--- src/rtl/modfrac_unit.sv ---
// Modular fraction unit: result = num * den^-1 mod Q using a sequential
// extended Euclid (restoring divider per step) followed by a shift-subtract reduction.
module modfrac_unit #(
  parameter int W = 13,
  parameter int Q = 4591
) (
  input  logic         clk,
  input  logic         rst_n,
  input  logic         start,
  input  logic [W-1:0] num,
  input  logic [W-1:0] den,
  output logic         busy,
  output logic         done,
  output logic [W-1:0] result,
  output logic         err,
  output logic [2:0]   dbg_state
);

  localparam logic [W-1:0] QW = W'(Q);
  localparam int CW = $clog2(2 * W + 1);

  typedef enum logic [2:0] {
    S_IDLE = 3'd0,
    S_DIV  = 3'd1,
    S_UPD  = 3'd2,
    S_MUL  = 3'd3,
    S_RED  = 3'd4,
    S_FIN  = 3'd5
  } state_t;

  // Handshake: start is sampled only while IDLE; busy rises the cycle after
  // acceptance and falls together with the single-cycle done pulse.

  state_t state, state_nx;

  logic [W-1:0]        r0, r1, num_q;
  logic signed [W:0]   t0, t1;
  logic [W:0]          acc;
  logic [2*W-1:0]      sh;
  logic [CW-1:0]       cnt;
  logic                err_pend;

  logic                div_mode, shift_bit, fits;
  logic [W:0]          divisor, rem_sh, rem_nx;
  logic [W-1:0]        qd;
  logic signed [2*W+1:0] prod;
  logic signed [W:0]   t1_nx, inv_s;
  logic [2*W-1:0]      p;

  assign dbg_state = state;

  // Shared shift-subtract step: divides r0 by r1 in DIV, reduces p by Q in RED.
  always_comb begin
    div_mode  = (state == S_DIV);
    shift_bit = div_mode ? sh[W-1] : sh[2*W-1];
    divisor   = div_mode ? {1'b0, r1} : {1'b0, QW};
    rem_sh    = {acc[W-1:0], shift_bit};
    fits      = (rem_sh >= divisor);
    rem_nx    = fits ? (rem_sh - divisor) : rem_sh;
    qd        = sh[W-1:0];
    prod      = $signed({1'b0, qd}) * t1;
    t1_nx     = t0 - $signed(prod[W:0]);
    inv_s     = t0[W] ? (t0 + $signed({1'b0, QW})) : t0;
    p         = {{W{1'b0}}, num_q} * {{W{1'b0}}, inv_s[W-1:0]};
  end

  always_ff @(posedge clk or negedge rst_n) begin
    if (!rst_n) state <= S_IDLE;
    else        state <= state_nx;
  end

  always_comb begin
    state_nx = state;
    case (state)
      S_IDLE: if (start) state_nx = (den != '0) ? S_DIV : S_FIN;
      S_DIV:  if (cnt == CW'(W - 1)) state_nx = S_UPD;
      S_UPD: begin
        if (acc[W-1:0] != '0)    state_nx = S_DIV;
        else if (r1 == W'(1))    state_nx = S_MUL;
        else                     state_nx = S_FIN;
      end
      S_MUL:  state_nx = S_RED;
      S_RED:  if (cnt == CW'(2 * W - 1)) state_nx = S_FIN;
      S_FIN:  state_nx = S_IDLE;
      default: state_nx = S_IDLE;
    endcase
  end

  always_ff @(posedge clk or negedge rst_n) begin
    if (!rst_n) begin
      r0       <= '0;
      r1       <= '0;
      num_q    <= '0;
      t0       <= '0;
      t1       <= '0;
      acc      <= '0;
      sh       <= '0;
      cnt      <= '0;
      err_pend <= 1'b0;
      busy     <= 1'b0;
      done     <= 1'b0;
      result   <= '0;
      err      <= 1'b0;
    end else begin
      done <= 1'b0;
      case (state)
        S_IDLE: if (start) begin
          num_q    <= num;
          r0       <= QW;
          r1       <= den;
          t0       <= '0;
          t1       <= (W+1)'(1);
          acc      <= '0;
          sh       <= {{W{1'b0}}, QW};
          cnt      <= '0;
          busy     <= 1'b1;
          err_pend <= (den == '0);
        end
        S_DIV, S_RED: begin
          acc <= rem_nx;
          sh  <= {sh[2*W-2:0], fits};
          cnt <= cnt + CW'(1);
        end
        S_UPD: begin
          // acc holds the remainder and sh the quotient of the step just finished.
          r0  <= r1;
          r1  <= acc[W-1:0];
          t0  <= t1;
          t1  <= t1_nx;
          acc <= '0;
          sh  <= {{W{1'b0}}, r1};
          cnt <= '0;
          if ((acc[W-1:0] == '0) && (r1 != W'(1))) err_pend <= 1'b1;
        end
        S_MUL: begin
          sh  <= p;
          acc <= '0;
          cnt <= '0;
        end
        S_FIN: begin
          done   <= 1'b1;
          busy   <= 1'b0;
          err    <= err_pend;
          result <= err_pend ? '0 : acc[W-1:0];
        end
        default: ;
      endcase
    end
  end

endmodule

--- config.mk ---
export PLATFORM = sky130hd
export DESIGN_NAME = modfrac_unit
export DESIGN_NICKNAME = d
export VERILOG_FILES = /design/src/rtl/modfrac_unit.sv
export SDC_FILE = /design/constraint.sdc
export NUM_CORES = 1
export LEC_CHECK = 0
export CAP_MARGIN = 20
export CORE_ASPECT_RATIO = 0.7
export CORE_UTILIZATION = 55
export DETAILED_ROUTE_END_ITERATION = 10
export DONT_BUFFER_PORTS = 1
export HOLD_SLACK_MARGIN = 0.12
export PLACE_DENSITY_LB_ADDON = 0.12
export SYNTH_ARGS = -nofsm -noshare
export SYNTH_HDL_FRONTEND = slang
export SYNTH_SLANG_ARGS = --single-unit
--- constraint.sdc ---
create_clock -name clk -period 7.07 [get_ports clk]
set_clock_uncertainty 0.1 [all_clocks]
set_input_delay 1.414 -clock clk [delete_from_list [all_inputs] [get_ports clk]]
set_output_delay 1.414 -clock clk [all_outputs]
set_load 0.005 [all_outputs]
Word-level counts from Yosys, hierarchy flattened
Cells that the tools add are included.
{"block": "totals", "reg_bits": 118, "wordCells": 81}
{"block": "classes", "add_sub_neg": 4, "n_mul": 2, "magnitude_cmp": 1, "eq_ne": 13, "muxes": 29, "n_reduce_logical": 19}
{"op": "26-bit case mux with 4 select lines", "count": 1}
{"op": "13-bit 2-to-1 mux", "count": 5}
{"op": "14-bit case mux with 2 select lines", "count": 2}
{"op": "13-bit case mux with 3 select lines", "count": 1}
{"op": "14-bit 2-to-1 mux", "count": 2}
{"op": "13-bit zero test", "count": 2}
{"op": "13-bit by 13-bit multiplier with 26-bit output", "count": 1}
{"op": "26-bit 2-to-1 mux", "count": 1}
{"op": "13-bit case mux with 2 select lines", "count": 1}
{"op": "13-bit nonzero test", "count": 2}
{"op": "3-bit 2-to-1 mux", "count": 6}
{"op": "3-bit case mux with 5 select lines", "count": 1}
{"op": "5-bit case mux with 3 select lines", "count": 1}
{"op": "14-bit by 13-bit >= comparator with 1-bit output", "count": 1}
{"op": "14-bit by 14-bit multiplier with 14-bit output", "count": 1}
{"op": "14-bit subtractor", "count": 1}
{"op": "13-bit adder (second input constant)", "count": 1}
{"op": "13-bit by 1-bit == test with 1-bit output (second input constant)", "count": 1}
{"op": "13-bit by 1-bit inequality test with 1-bit output (second input constant)", "count": 1}
{"op": "13-bit subtractor", "count": 1}
{"op": "2-bit AND reduction", "count": 5}
{"op": "3-bit by 2-bit == test with 1-bit output (second input constant)", "count": 2}
{"op": "3-bit == test (second input constant)", "count": 2}
{"op": "2-bit inequality test (second input constant)", "count": 3}
{"op": "15 further kinds", "count": 23}

Logic depth before layout (Yosys ltp)
Gate-level depths: netlist of run 1.
{"block": "logic_depth", "depth_word": 5, "depth_mapped": 29}

Least setup slack after synthesis of run 1
Ideal clock, no wire load.
{"block": "synth_path", "kind": "reg2reg", "startpoint": "register t0[2]", "endpoint": "register sh[25]", "arrival_time_ps": 6095, "t_required_ps": 6839, "setup_slack_ps": 743, "path_stages_with_launch": 28, "path_buffers": 2, "synth_period_minus_slack_ps": 6327, "cell_sequence": "dfrtp_1 -> clkbuf_1 -> inv_1 -> ha_1 -> inv_1 -> o21ai_0 -> a21boi_0 -> o21ai_0 -> xnor2_1 -> clkbuf_1 -> nand2_1 -> fa_1 -> fa_1 -> inv_1 -> fa_1 -> fa_1 -> inv_1 -> fa_1 -> inv_1 -> ha_1 -> a21o_1 -> a21o_1 -> a21o_1 -> a2bb2oi_2 -> o211ai_1 -> o311ai_1 -> mux2i_1 -> nand2_1"}
{"block": "synth_via", "elab_chain_cells": 4}
{"element": "start: declaration", "line": "37", "rtl": "logic signed [W:0] t0, t1;"}
{"element": "start signal: assignment", "line": "128", "rtl": "t0 <= t1;"}
{"element": "13-bit adder", "line": "63", "rtl": "inv_s = t0[W] ? (t0 + $signed({1'b0, QW})) : t0;"}
{"element": "13-bit 2-to-1 mux (*)", "line": "63"}
{"element": "13-bit by 13-bit multiplier with 26-bit output (*)", "line": "64", "rtl": "p = {{W{1'b0}}, num_q} * {{W{1'b0}}, inv_s[W-1:0]};"}
{"element": "26-bit case mux with 4 select lines (*)", "line": "106", "rtl": "case (state)"}
{"element": "end signal: assignment", "line": "114", "rtl": "sh <= {{W{1'b0}}, QW};"}
{"element": "end signal: assignment", "line": "121", "rtl": "sh <= {sh[2*W-2:0], fits};"}
{"element": "end signal: assignment", "line": "131", "rtl": "sh <= {{W{1'b0}}, r1};"}
{"element": "end: declaration", "line": "39", "rtl": "logic [2*W-1:0] sh;"}
Every way passes the cells marked *; elsewhere a longest branch is shown, timed or not.
A chain may end at the register's enable or synchronous reset.

Worst setup path after layout of run 1
{"block": "layout_path", "startpoint": "register t0[3]", "endpoint": "register sh[25]"}
The elaborated chain is that of the path after synthesis.

==> metrics, run 1 <==
status=finished, final reports clean; Die H=around 140 um; Critical Path Stages=25; synthesis-to-finish area growth=6.14%; commonest cells after routing, fill and taps aside=inv_1, nand2_1, fa_1, ha_1, and2_1; Resized cells post-CTS=0; Ys Warns=0; max frequency=between 0.1 and 0.15 GHz; initial antenna violation count=0; Most common cell on crit path=fa_1; CORE AREA=approximately 0.027 mm^2; Via density=~5.7; CTS tree=done; Yosys reg bits=between 100 and 150; NumNets Final=between 2,000 and 2,500; GRT Total Usage=0.291; Detail Route Antenna Nets=0; commonest non-fill, non-tap cell in the layout=inv_1; vias=between 10,000 and 15,000; MaxCap Viol Count=0; crit path buf inv count=5; largest net degree at the start of global routing=between 100 and 150; CP Data Arrival Time=6.96 ns; synth unique cells=67; slowest stage delay, CP=between 0.5 and 0.6 ns; synthesized area per cell=about 9 um^2; Reg2Reg Launch Point=t0[3]; # placed instances=approximately 2,000; initial core utilization=0.565; Port-buffer cells=0; clk_lat worst skew=around 0.45 ns; I/O pin count=48; asr flop ratio synth=1.00; Clock Sinks=between 100 and 150; wire length per cell=around 19 um; Final period util=0.953; final wirelength=between 30,000 and 40,000 um; vias in the first global route=about 12,000; total number of H-tree levels=4; worst hold path class=reg2reg; Cell Area, Synth=between 0.015 and 0.02 mm^2; Mapped Nets=slightly above 2,000; R2R Setup Slk=roughly 0.33 ns; antenna diode count=0; CP Max Fanout=12; final slew viol count=0; DP HPWL=just under 30,000 um; Slew headroom=0.349; Tmin final=a little under 7 ns; sequential fraction of the synthesis area=0.194; Worst Setup SP=t0[3]; Hold Fails Final Rpt=0; fill count=between 2,000 and 2,500; Iteration-0 DRC Markers=836; Mapped Cells=around 1,700; clock root cell=clkbuf_16; Post-route DRC=0; Worst path slowest cell=fa_1; RePlAce Congestion=approximately 0.90; drt pass-1 iters=5; die area=between 0.02 and 0.03 mm^2; final setup fails=0; Post-synth EDFFs=0; Post-CTS Setup Inserts=0; reg2reg path depth=25; RSZ-0062 raised after global routing=false; first-pass GRT wire length=63,900 um; Worst setup EP type=flop; cts hold-fix bufs=0; RR Endpoint=sh[25]; WS Path Type=reg2reg; Largest delay share family, worst path=adder cells; kind of start point of the critical path=flop; total congestion overflow=0; # rows=50; CTS buffer count=17; Tightest Pin Transition=0.976 ns; Most used DFF post-synth=dfrtp_1; clk buf depth=2; CP endpoint=sh[25]; Die X-Extent=about 200 um; required time of the worst setup path=approximately 7.3 ns; Layout Cells excl Fill=roughly 2,000; layout cells sized above 1=0.0514; final setup TNS=0 ns; clock-pin slew on the worst setup and hold paths=about 0.06 ns
worst reg2reg max path, cell delays in order, from the launching register on:
cell and delay (ns):
dfrtp_2 0.47, inv_1 0.18, ha_1 0.18, inv_1 0.04
o21ai_0 0.32, a21boi_0 0.19, o21ai_0 0.27, xnor2_1 0.22
buf_4 0.25, and2_1 0.17, fa_1 0.44, fa_1 0.51
fa_1 0.43, fa_1 0.49, inv_1 0.05, fa_1 0.48
inv_1 0.04, ha_1 0.34, a21o_1 0.18, a21o_1 0.16
a21oi_1 0.19, nand2b_1 0.16, o211ai_1 0.13, o311ai_1 0.34
mux2i_1 0.22, nand2_1 0.07
sequential cells by signal, summed over array words and instances, names as in the netlist:
signal	flops
acc	13
busy	1
cnt	5
dbg_state	3
done	1
err	1
err_pend	1
num_q	13
r1	13
result	13
sh	26
t0	14
t1	14
area by class of cell:
class | count | area, um^2 | area share
Timing Repair Buffer | 24 | 193 | 0.0120
Clock buffer | 17 | 425 | 0.0264
Multi-Input combinational cell | 1230 | 10900 | 0.677
Sequential cell | 118 | 2960 | 0.183
Inverter | 270 | 1010 | 0.0629
Clock inverter | 15 | 166 | 0.0103
Tap cell | 364 | 455 | 0.0283
cell families after synthesis:
group	Yosys count	share of synthesized area
DFF	118	0.194
buffers and inverters	348	0.0876
muxes	51	0.0353
xor gates and xnor gates	77	0.0444
and+or+nand+nor	519	0.164
adders and majority gates	329	0.367
AOI/OAI and AO/OA	254	0.107
worst min path at each step:
stage                   start   endpoint  slack, ns  cells past startpoint
floorplan              sh[21]     sh[22]       0.35                      2
global placement       sh[21]     sh[22]       0.38                      2
detailed placement  result[1]  result[1]       0.40                      2
CTS                    sh[21]     sh[22]       0.41                      2
global route           sh[24]     sh[25]       0.43                      2
finish                 sh[21]     sh[22]       0.41                      2
layer usage:
| metal | track usage | vias to the layer above | part of all wire |
|---|---|---|---|
| li1 | - | 5334 | - |
| met3 | 0.0476 | 40 | 0.068 |
| met5 | 0 | - | 0 |
| met2 | 0.439 | 388 | 0.44 |
| met4 | 0.0562 | 0 | 0.012 |
| met1 | 0.442 | 5777 | 0.48 |
cell usage after synthesis, types with 3 or more instances:
library cell | count | share of area
inv_1 | 270 | 0.067
nand2_1 | 235 | 0.058
fa_1 | 195 | 0.26
ha_1 | 134 | 0.11
and2_1 | 128 | 0.053
dfrtp_1 | 118 | 0.19
o21ai_0 | 77 | 0.025
clkbuf_1 | 68 | 0.017
nor2_1 | 65 | 0.016
xnor2_1 | 53 | 0.031
a21oi_1 | 47 | 0.015
mux2i_1 | 33 | 0.022
nand2b_1 | 24 | 0.0099
xor2_1 | 24 | 0.014
a21o_1 | 21 | 0.010
a22o_1 | 18 | 0.010
mux2_2 | 17 | 0.013
nor3_1 | 15 | 0.0049
o21ai_1 | 15 | 0.0049
a22oi_1 | 12 | 0.0059
nor2b_1 | 10 | 0.0041
o22ai_1 | 10 | 0.0041
o21a_1 | 9 | 0.0044
a31oi_1 | 8 | 0.0033
nand3_1 | 7 | 0.0023
nor4_1 | 7 | 0.0029
nand4_1 | 5 | 0.0021
nor3b_1 | 5 | 0.0025
and3_1 | 4 | 0.0016
or3_1 | 4 | 0.0016
a211oi_1 | 3 | 0.0015
buf_1 | 3 | 0.00074
buf_2 | 3 | 0.00099
o311ai_1 | 3 | 0.0017
o31ai_1 | 3 | 0.0015
metrics by stage:
stage | hold slack, ns | area (um^2) | util | worst slack [ns]
3_5_place_dp | 0.400 | 15500 | 0.577 | 0.298
4_1_cts | 0.413 | 16100 | 0.599 | 0.281
5_1_grt | 0.434 | 16100 | 0.599 | 0.00371
6_report | 0.408 | 16100 | 0.599 | 0.330
2_1_floorplan | 0.350 | 15200 | - | 0.743
3_3_place_gp | 0.384 | 15500 | 0.577 | 0.360
Power of run 1 is not shown: default switching activity piles up to over one toggle a cycle in this logic, so the estimate is an artifact.
==> run 2, diff against run 1 <==
Settings changed: CAP_MARGIN 20 to 10, CTS_CLUSTER_SIZE set to 25.
==> results of run 2 <==
No change in the layout: final DEF, timing and power equal those of run 1.
Power of run 2 is left out for the same reason.
